--- config.mk ---
export PLATFORM = sky130hd
export DESIGN_NAME = ifetch_unit_flat
export DESIGN_NICKNAME = d
export VERILOG_FILES = /design/src/rtl/ifetch_unit_if.sv /design/src/rtl/ifetch_unit.sv /design/src/flat_wrapper.sv
export SDC_FILE = /design/constraint.sdc
export NUM_CORES = 1
export LEC_CHECK = 0
export ABC_CLOCK_PERIOD_IN_PS = 4400
export BUFFER_PORTS_ARGS = -buffer_cell sky130_fd_sc_hd__clkbuf_2
export CAP_MARGIN = 20
export CORE_ASPECT_RATIO = 0.75
export CORE_MARGIN = 4
export CORE_UTILIZATION = 49
export CTS_BUF_LIST = sky130_fd_sc_hd__clkbuf_4
export CTS_CLUSTER_DIAMETER = 30
export DETAILED_ROUTE_END_ITERATION = 10
export HOLD_SLACK_MARGIN = 0.03
export PLACE_DENSITY_LB_ADDON = 0.3
export SYNTH_ARGS = -nofsm -noshare
export SYNTH_HDL_FRONTEND = slang
export SYNTH_SLANG_ARGS = --single-unit
--- constraint.sdc ---
create_clock -name clk -period 4.4 [get_ports clk]
set_input_delay 1.1 -clock clk [delete_from_list [all_inputs] [get_ports clk]]
set_output_delay 1.1 -clock clk [all_outputs]
set_load 0.02 [all_outputs]
--- src/rtl/ifetch_unit_if.sv ---
// Instruction-bus types and the bus interface used by ifetch_unit.
//   ifetch_pkg      : ibus_req_t  {valid, addr}
//                     ibus_resp_t {addr_ok, data_ok, data}
//   ifetch_unit_if  : ireq  (request, driven by the fetch unit)
//                     iresp (response, driven by memory)
//   modports        : master = fetch unit side, slave = memory side
package ifetch_pkg;
  typedef struct packed {
    logic        valid;
    logic [31:0] addr;
  } ibus_req_t;

  typedef struct packed {
    logic        addr_ok;
    logic        data_ok;
    logic [31:0] data;
  } ibus_resp_t;
endpackage

interface ifetch_unit_if
  import ifetch_pkg::*;
();
  ibus_req_t  ireq;
  ibus_resp_t iresp;

  modport master (output ireq, input iresp);
  modport slave  (input ireq, output iresp);
endinterface

--- src/rtl/ifetch_unit.sv ---
// Instruction-fetch handshake stage between PC select and decode.
// Accepts one fetch address at a time, runs the address/data handshake on the
// instruction bus, holds the returned word with its PC and offers it to decode.
// Redirect flushes are honoured without breaking the bus protocol: a request
// already on the bus stays up until accepted and its response is discarded.
//
// Ports:
//   clk, reset            clock, asynchronous active-high reset
//   pc_i, pc_valid_i      fetch address from PC select
//   pc_ready_o            address accepted when pc_valid_i && pc_ready_o
//   flush_i               redirect: drop held and in-flight instruction
//   bus (master)          ireq {valid, addr} out, iresp {addr_ok, data_ok, data} in
//   d_valid_o, d_ready_i  decode handshake
//   d_pc_o, d_instr_o     PC and word of the held instruction
// Optional feature (macro IFETCH_PERF_EN):
//   perf_fetched_o        instructions consumed by decode (wraps at 2^32)
//   perf_wait_o           cycles spent in REQ or WAIT (wraps at 2^32)
module ifetch_unit
  import ifetch_pkg::*;
#(
  parameter logic [31:0] RESET_PC = 32'hbfc0_0000
) (
  input  logic                 clk,
  input  logic                 reset,
  input  logic [31:0]          pc_i,
  input  logic                 pc_valid_i,
  output logic                 pc_ready_o,
  input  logic                 flush_i,
  ifetch_unit_if.master        bus,
  output logic                 d_valid_o,
  input  logic                 d_ready_i,
  output logic [31:0]          d_pc_o,
  output logic [31:0]          d_instr_o
`ifdef IFETCH_PERF_EN
  ,
  output logic [31:0]          perf_fetched_o,
  output logic [31:0]          perf_wait_o
`endif
);

  typedef enum logic [1:0] {
    IDLE = 2'd0,
    REQ  = 2'd1,
    WAIT = 2'd2,
    FULL = 2'd3
  } state_t;

  state_t      state;
  logic        drop;
  logic        req_valid;
  logic [31:0] addr_q;
  logic [31:0] d_pc_q;
  logic [31:0] d_instr_q;
  logic        d_valid_q;
  logic        accept;

  // No new address while a dropped transaction is still draining off the bus.
  assign pc_ready_o = !drop && !flush_i &&
                      ((state == IDLE) || ((state == FULL) && d_ready_i));
  assign accept     = pc_valid_i && pc_ready_o;

  assign bus.ireq   = '{valid: req_valid, addr: addr_q};
  assign d_valid_o  = d_valid_q;
  assign d_pc_o     = d_pc_q;
  assign d_instr_o  = d_instr_q;

  always_ff @(posedge clk or posedge reset) begin
    if (reset) begin
      state     <= IDLE;
      drop      <= 1'b0;
      req_valid <= 1'b0;
      addr_q    <= RESET_PC;
      d_pc_q    <= RESET_PC;
      d_instr_q <= 32'd0;
      d_valid_q <= 1'b0;
    end else begin
      case (state)
        IDLE: begin
          if (accept) begin
            addr_q    <= pc_i;
            req_valid <= 1'b1;
            state     <= REQ;
          end
        end

        REQ: begin
          // The request is held until addr_ok regardless of flush.
          if (bus.iresp.addr_ok) begin
            req_valid <= 1'b0;
            if (bus.iresp.data_ok) begin
              if (drop || flush_i) begin
                drop  <= 1'b0;
                state <= IDLE;
              end else begin
                d_instr_q <= bus.iresp.data;
                d_pc_q    <= addr_q;
                d_valid_q <= 1'b1;
                state     <= FULL;
              end
            end else begin
              if (flush_i) drop <= 1'b1;
              state <= WAIT;
            end
          end else if (flush_i) begin
            drop <= 1'b1;
          end
        end

        WAIT: begin
          if (bus.iresp.data_ok) begin
            // A flush arriving together with the data discards it as well.
            if (drop || flush_i) begin
              drop  <= 1'b0;
              state <= IDLE;
            end else begin
              d_instr_q <= bus.iresp.data;
              d_pc_q    <= addr_q;
              d_valid_q <= 1'b1;
              state     <= FULL;
            end
          end else if (flush_i) begin
            drop <= 1'b1;
          end
        end

        FULL: begin
          if (flush_i) begin
            d_valid_q <= 1'b0;
            state     <= IDLE;
          end else if (d_ready_i) begin
            d_valid_q <= 1'b0;
            if (accept) begin
              // Back-to-back: next request issues while the old word leaves.
              addr_q    <= pc_i;
              req_valid <= 1'b1;
              state     <= REQ;
            end else begin
              state <= IDLE;
            end
          end
        end

        default: state <= IDLE;
      endcase
    end
  end

`ifdef IFETCH_PERF_EN
  logic consume;
  assign consume = d_valid_q && d_ready_i && !flush_i;

  always_ff @(posedge clk or posedge reset) begin
    if (reset) begin
      perf_fetched_o <= 32'd0;
      perf_wait_o    <= 32'd0;
    end else begin
      if (consume) perf_fetched_o <= perf_fetched_o + 32'd1;
      if ((state == REQ) || (state == WAIT)) perf_wait_o <= perf_wait_o + 32'd1;
    end
  end
`endif

endmodule

--- src/flat_wrapper.sv ---
// flat-port wrapper written by rule: the top's interface ports become plain ports
module ifetch_unit_flat import ifetch_pkg::*;
#(
  parameter logic [31:0] RESET_PC = 32'hbfc0_0000
)
  (clk, reset, pc_i, pc_valid_i, pc_ready_o, flush_i, d_valid_o, d_ready_i, d_pc_o, d_instr_o, bus_ireq, bus_iresp);
  ifetch_unit_if bus_i ();
  input  logic clk;
  input  logic reset;
  input  logic [31:0] pc_i;
  input  logic pc_valid_i;
  output logic pc_ready_o;
  input  logic flush_i;
  output logic d_valid_o;
  input  logic d_ready_i;
  output logic [31:0] d_pc_o;
  output logic [31:0] d_instr_o;
  output wire logic [$bits(bus_i.ireq)-1:0] bus_ireq;
  input wire logic [$bits(bus_i.iresp)-1:0] bus_iresp;
  assign bus_ireq = bus_i.ireq;
  assign bus_i.iresp = bus_iresp;
  ifetch_unit #(.RESET_PC(RESET_PC)) u_core (.clk(clk), .reset(reset), .pc_i(pc_i), .pc_valid_i(pc_valid_i), .pc_ready_o(pc_ready_o), .flush_i(flush_i), .bus(bus_i), .d_valid_o(d_valid_o), .d_ready_i(d_ready_i), .d_pc_o(d_pc_o), .d_instr_o(d_instr_o));
endmodule
# ---- Yosys cells after proc, flatten, opt, wreduce, memory -nomap -nowiden
# Index checks and enable logic that the tools add are counted.
dict set report word_totals {
  regBits 101
  output_inout_bits 99
}
dict set report classes {
  mux 37
  eq_ne 9
  n_reduce_logical 18
}
# operator count
set ops {}
lappend ops {{$mux W32} 9}
lappend ops {{$pmux W32 S2} 3}
lappend ops {{$mux W1} 14}
lappend ops {{$mux W2} 7}
lappend ops {{$ne A2 B2 Y1 const B} 4}
lappend ops {{$pmux W2 S4} 1}
lappend ops {{$reduce_and A4 Y1} 2}
lappend ops {{$pmux W1 S3} 2}
lappend ops {{$reduce_and A3 Y1} 2}
lappend ops {{$reduce_bool A3 Y1} 2}
lappend ops {{$eq A2 B2 Y1 const B} 2}
lappend ops {{$logic_and A1 B1 Y1} 4}
lappend ops {{$reduce_bool A2 Y1} 2}
lappend ops {{$ne A3 B3 Y1 const B} 1}
lappend ops {{$eq A2 B1 Y1 const B} 1}
lappend ops {{$logic_not A1 Y1} 2}
lappend ops {{$logic_not A2 Y1} 1}
lappend ops {{$logic_or A1 B1 Y1} 2}
lappend ops {{$ne A2 B1 Y1 const B} 1}
lappend ops {{$pmux W1 S2} 1}
lappend ops {{$reduce_and A2 Y1} 1}

# ---- Depth between registers and ports, before layout
# Gate-level depths: netlist (run 1).
dict set report logic_depth {
  ltp_word 9
  mapped_depth 7
}

# ---- Worst setup path before layout (run 1)
# OpenSTA, ideal clock, no wires.
dict set report synth_timing {
  path_kind {input -> output}
  startpoint {in d_ready_i}
  endpoint {out pc_ready_o}
  stages 2
  path_buffers 0
  t_arrival_ps 1605
  path_slack_ps 1695
  required_time_ps 3300
  path_cell_list {a21oi_1 -> nor3_1}
}
dict set report synth_via {
  elab_chain_cells 3
}
# item line_no
set synth_lines {}
lappend synth_lines {{from (decl)} flat_wrapper.sv:15} ;# input logic d_ready_i;
lappend synth_lines {{$logic_and A1 B1 Y1} ifetch_unit.sv:59} ;# ((state == IDLE) || ((state == FULL) && d_ready_i));
lappend synth_lines {{$logic_or A1 B1 Y1} ifetch_unit.sv:59}
lappend synth_lines {{$logic_and A1 B1 Y1} ifetch_unit.sv:58} ;# assign pc_ready_o = !drop && !flush_i &&
lappend synth_lines {{to (decl)} flat_wrapper.sv:12} ;# output logic pc_ready_o;
# Every way passes these cells.

# ---- Final worst setup path (run 1)
# Ends and elaborated chain as after synthesis.

==> results of run 1 <==
[sequential cells by signal, indices dropped and copies added (netlist names)]
name and flops:
u_core.req_valid 1, u_core.drop 1, u_core.d_pc_o 32, u_core.state 2
u_core.d_valid_o 1, u_core.d_instr_o 32, u_core.addr_q 32
[synth_stat cells]
library cell	number	area, um2
a211o_1	1	8.76
a211oi_2	1	12.5
a21oi_1	5	25.0
a31o_2	1	8.76
a31oi_1	1	6.26
buf_2	1	5.00
buf_4	7	52.6
buf_6	3	33.8
dfrtp_1	83	2080
dfstp_2	18	473
ha_1	5	62.6
inv_1	5	18.8
mux2_1	6	67.6
mux2_2	90	1010
mux2_4	2	30.0
mux2i_1	1	10.0
nand2b_1	1	6.26
nand4b_1	1	8.76
nor2_1	2	7.51
nor2_4	1	11.3
nor2b_1	2	12.5
nor3_1	1	5.00
nor3b_1	1	7.51
o21ai_0	7	35.0
o21ai_2	1	8.76
or2_2	1	6.26
or3b_4	1	11.3
[cell type report]
class,instances,area (um2),share of cell area (%)
clock buffers,9,67.6,1.34
clock inverters,7,42.5,0.841
inverters,5,21.3,0.420
multi-input cells,132,1370,27.0
flip-flops and latches,101,2550,50.4
well taps,105,131,2.60
repair buffers,172,881,17.4
[stage by stage]
stage | total power, mW | worst slack, ps
global placement | 3.56 | 1360
finish | 3.97 | 1650
global route | 4.25 | 1530
detailed placement | 3.62 | 1310
CTS | 4.04 | 1610
floorplan | 2.96 | 683
[cell families (layout without fill, tap and decap cells)]
group           Yosys count  after routing  share of synthesized area [%]
mux                      99             99                           27.9
flops                   101            101                           63.4
simple gates             11             11                           1.90
fa+ha+maj                 5              5                           1.55
compound gates           17             17                           2.61
buf+inv                  16            193                           2.74
[worst paths after layout]
path | start | end | slack (ps)
worst min-delay path | u_core.d_instr_o[24]$_DFFE_PP0P_ | u_core.d_instr_o[24]$_DFFE_PP0P_ | 520
max in group asynchronous | reset | u_core.d_pc_o[31]$_DFFE_PP1P_ | 2920
min in group asynchronous | reset | u_core.addr_q[18]$_DFFE_PP0P_ | 600
worst max register to register | u_core.state[1]$_DFFE_PP0P_ | u_core.d_instr_o[5]$_DFFE_PP0P_ | 1770
worst min register to register | u_core.d_instr_o[24]$_DFFE_PP0P_ | u_core.d_instr_o[24]$_DFFE_PP0P_ | 520
worst max-delay path | d_ready_i | pc_ready_o | 1650
[layer usage]
layer	GRT usage, %	part of all wire, %	up-vias
met4	4.80	0.94	0
met2	27.0	44	117
met1	23.9	43	1250
met3	8.16	12	9
met5	0	0	-
li1	-	-	1218
[critical path, stage by stage]
cell and delay, ps:
clkbuf_2 120, a21oi_1 70, nor3_1 150, clkbuf_2 200
[power groups by stage]
stage	logic, mW	clock network, mW	registers, mW
4_1_cts	1.87	0.432	1.74
5_1_grt	1.98	0.474	1.80
2_1_floorplan	0.678	0	2.28
3_5_place_dp	1.87	0	1.76
6_report	1.84	0.406	1.73
3_3_place_gp	1.82	0	1.73
==> impl_metrics.ini, run 1 <==
[finish]
final_cells = 531
drive_above_1_share_pct = 71.1
final_area_um2 = 5060
antenna_cells = 0
fill_cells = 624
final_cell_mix = clkbuf_2 (169), mux2_2 (90), dfrtp_1 (83), dfstp_2 (18), clkbuf_4 (9)
fin_util_pct = 63.6
syn2layout_area_growth_pct = 25.7
nNetsFinal = 497
final_common_cell = clkbuf_2

[sta]
fin_skew_ps = 13.1
min_period_ps = 2750
setup_viol = 0
final-max-slew-violation-count = 0
final_hold_viol_count = 0
timing.slew.headroom_pct = 31.1
tightestPinTransition_ps = 1030
holdWs_ps = 523
fmax_mhz = 363
rsz0062_at_grt = false
min_period_over_period_pct = 62.5
tns_ps = 0

[grt]
grt_max_degree = 52
grt_pass1_wl_mm = 13.8
grt_overflow = 0
antenna_found_initial = 0
grt_pass1_vias = 2808
grt_use_total_pct = 18.0

[pwr]
p_sw_mw = 1.63
p_clk_share_pct = 10.2
power_switching_share_pct = 41.0
p_seq_share_pct = 43.6
power.density_nw_per_um2 = 785
p_comb_share_pct = 46.2
peakVddDrop_mv = 0.387
leakagePower_nw = 2.55
intPower_mw = 2.35

[floorplanning]
dieArea_um2 = 9740
core_area_um2 = 7950
start_util_pct = 50.6
fp.dieW_um = 113
top_level_ports = 170
rows = 28
die_h_um = 86.5

[place]
place.port_buffers = 169
dp_hpwl_mm = 6.33
place_area_um2 = 4950
dp_cells = 515
gp_congestion = 0.793

[critical_path]
endpoint_kind = primary output
crit_required_ps = 3300
cp.arrival_ps = 1650
reg2reg_depth = 6
crit_type = input pin to primary output
start_kind = input pin
cp_max_fo = 5

[worst_hold_path]
whs_path_depth = 1
worstHoldPathType = flip-flop to flip-flop

[drt]
vias_per_cell = 4.89
dr_total_vias = 2594
dr.pass1.iters = 3
drc = 0
wirelength_mm = 8.45
wl_per_cell_um = 15.9
drtAntennaViolNets = 0
drtIter0Drc = 85

[logic_synthesis]
syn_avg_cell_area_um2 = 16.2
synth_area_um2 = 4030
ys_seq_elements = 101
yosysUniqueCellTypes = 27
postSynthCellCount = 249
yosysSeqAreaShare_pct = 63.4
yosysWarnings = 0
syn-num-nets = 325

[cts]
clkTransAtPathRegs_ps = 150
insertion_delay_ps = 420
numCtsBuffers = 9
cts_resized = 0
clock_sinks = 101
clock_path_buffers = 2
clock-root-buffer = clkbuf_4
cts_setup_buffers = 0
hold_buffers = 0
cts_max_level = 3
cts_tree = yes

[flow_run]
drv_cap = 0

[status]
outcome = completed
Power figures use the tool's default switching activity.
==> inputs of run 2 (changes only) <==
--- a/config.mk
+++ b/config.mk
@@ -5,12 +5,13 @@
 export SDC_FILE = /design/constraint.sdc
 export NUM_CORES = 1
 export LEC_CHECK = 0
-export ABC_CLOCK_PERIOD_IN_PS = 4400
+export ABC_AREA = 1
+export ABC_CLOCK_PERIOD_IN_PS = 2700
 export BUFFER_PORTS_ARGS = -buffer_cell sky130_fd_sc_hd__clkbuf_2
 export CAP_MARGIN = 20
 export CORE_ASPECT_RATIO = 0.75
 export CORE_MARGIN = 4
-export CORE_UTILIZATION = 49
+export CORE_UTILIZATION = 50
 export CTS_BUF_LIST = sky130_fd_sc_hd__clkbuf_4
 export CTS_CLUSTER_DIAMETER = 30
 export DETAILED_ROUTE_END_ITERATION = 10
==> constraint.sdc (replaced) <==
create_clock -name clk -period 2.7 [get_ports clk]
set_input_delay 0.675 -clock clk [delete_from_list [all_inputs] [get_ports clk]]
set_output_delay 0.675 -clock clk [all_outputs]
set_load 0.02 [all_outputs]
==> impl_metrics.ini, run 2 <==
[status]
outcome = completed

[logic_synthesis]
async_flop_share_pct = 100
synth_top_area_share_pct = 50.1
postSynthCellCount = 443
synthFlopType = dfrtp_1
yosysSeqAreaShare_pct = 61.6
ys_seq_elements = 101
synth_edf_count = 0
synth_common_cells = nand2_1 (114), o21ai_1 (86), dfrtp_1 (83)
synth_most_common_cell = nand2_1
synth_area_um2 = 4140
synth_top_cell_by_area = dfrtp_1
syn_avg_cell_area_um2 = 9.35
yosysUniqueCellTypes = 23
yosysWarnings = 0
synthTopCellsByArea = dfrtp_1 (50%), dfstp_2 (11%), o21ai_1 (10%)
syn-num-nets = 519

[floorplanning]
rows = 28
die_h_um = 86.8
start_util_pct = 51.9
top_level_ports = 170
core_area_um2 = 7990
fp.dieW_um = 113
dieArea_um2 = 9820

[critical_path]
endpoint_kind = primary output
rrSetupSlack_ps = 780
slowest_stage = dfrtp_1
crit_cells = 7
endpoint = pc_ready_o
crit_type = flip-flop to primary output
cp_max_fo = 4
crit_path_frequent_cell = inv_1
crit_family = flip-flops
crit_required_ps = 2030
start_kind = flip-flop
cp.arrival_ps = 1570
crit_path_max_incr_delay_ps = 450
reg2reg_depth = 6
r2r-end = u_core.d_instr_o[16]$_DFFE_PP0P_
cp_cell_sequence = inv_1, ha_1, inv_1, nand2_2, nand2_1, inv_1, clkbuf_2
cp_num_buf_inv = 4
r2r_start = u_core.state[0]$_DFFE_PP0P_
setup.worst_path.start = u_core.state[0]$_DFFE_PP0P_

[drt]
dr.pass1.iters = 4
drtAntennaViolNets = 0
wl_per_cell_um = 13.3
drtIter0Drc = 176
drc = 0
dr_total_vias = 3391
vias_per_cell = 4.73
wirelength_mm = 9.53

[sta]
rsz0062_at_grt = false
min_period_ps = 2250
fin_skew_ps = 18.0
tightestPinTransition_ps = 522
fmax_mhz = 445
setup_viol = 0
holdWs_ps = 383
tns_ps = 0
timing.slew.headroom_pct = 65.2
final-max-slew-violation-count = 0
min_period_over_period_pct = 83.2
final_hold_viol_count = 0

[place]
dp_cells = 701
dp_hpwl_mm = 7.16
gp_congestion = 0.886
place.port_buffers = 169

[pwr]
power.density_nw_per_um2 = 1250
peakVddDrop_mv = 0.632
leakagePower_nw = 2.90
design_power_total_mw = 6.54

[worst_hold_path]
worstHoldPathType = input pin to asynchronous set/reset pin

[finish]
final_cell_mix = clkbuf_2 (169), nand2_1 (114), o21ai_1 (86), dfrtp_1 (83), inv_1 (77)
nNetsFinal = 683
fill_cells = 678
syn2layout_area_growth_pct = 26.1
drive_above_1_share_pct = 35.1
final_cells = 717
fin_util_pct = 65.4
final_common_cell = clkbuf_2
antenna_cells = 0

[grt]
grt_overflow = 0
grt_pass1_wl_mm = 16.0
grt_pass1_vias = 3354
grt_max_degree = 102
grt_use_total_pct = 20.3
antenna_found_initial = 0

[cts]
clock-root-buffer = clkbuf_4
numCtsBuffers = 9
hold_buffers = 0
insertion_delay_ps = 430
clock_path_buffers = 2
cts_tree = yes
clkTransAtPathRegs_ps = 140
cts_setup_buffers = 0
clock_sinks = 101
cts_resized = 0
cts_max_level = 3

[flow_run]
drv_cap = 0
[run 2: cell types whose count changed in the layout (fill, tap and decap cells not counted), sizes merged, moves of 4 or more]
cell / previous run / this run
clkinv: 6 / 2
inv: 5 / 78
mux2: 98 / 0
nand2: 0 / 115
nor2: 3 / 9
o21ai: 8 / 102
[run 2: per-layer routing]
layer	share of wire, %	global-route usage [%]
met1	43	26.6
met2	48	34.1
met3	8.1	5.79
met4	0.58	3.93
met5	0	0
[run 2: cell type report]
cell class,instances,area (um2),area share (%)
Timing Repair Buffer,174,933,17.9
Multi-Input combinational cell,243,1170,22.4
Clock buffer,11,82.6,1.58
Clock inverter,5,60.1,1.15
Tap cell,105,131,2.51
Sequential cell,101,2550,48.8
Inverter,78,297,5.68
[run 2: worst reg2reg max path, cell delays in order, from the launching register on]
cell and delay, ps:
dfrtp_1 430, inv_1 100, ha_1 320, nand2_1 80
nand3b_4 400, buf_12 320, o21ai_0 210
[run 2: worst min-delay path by stage]
| stage | slack [ps] | cells after the start | end | start |
|---|---|---|---|---|
| detailed placement | 470 | 2 | u_core.d_pc_o[24]$_DFFE_PP1P_ | u_core.d_pc_o[24]$_DFFE_PP1P_ |
| CTS | 370 | 3 | u_core.d_instr_o[27]$_DFFE_PP0P_ | reset |
| global route | 390 | 3 | u_core.addr_q[26]$_DFFE_PP1P_ | pc_i[26] |
| floorplan | 500 | 2 | u_core.req_valid$_DFFE_PP0P_ | u_core.req_valid$_DFFE_PP0P_ |
| finish | 380 | 3 | u_core.d_instr_o[30]$_DFFE_PP0P_ | reset |
| global placement | 460 | 2 | u_core.d_pc_o[24]$_DFFE_PP1P_ | u_core.d_pc_o[24]$_DFFE_PP1P_ |
[run 2: cells by family after synthesis]
group	synth area share, %
flops	61.6
fa+ha+maj	1.51
simple gates	13.0
compound gates	13.5
buf+inv	10.4
[run 2: power breakdown]
group	internal [mW]	total [mW]	switching, mW
Sequential	2.33	2.74	0.417
Combinational	1.00	3.01	2.01
Clock	0.308	0.785	0.477
[run 2: through the flow]
step / worst slack, ps / area [um2]
after floorplan: 836 / 4150
after global placement: 694 / 5080
after detailed placement: 655 / 5080
after CTS: 414 / 5220
after global routing: 316 / 5220
final: 452 / 5220
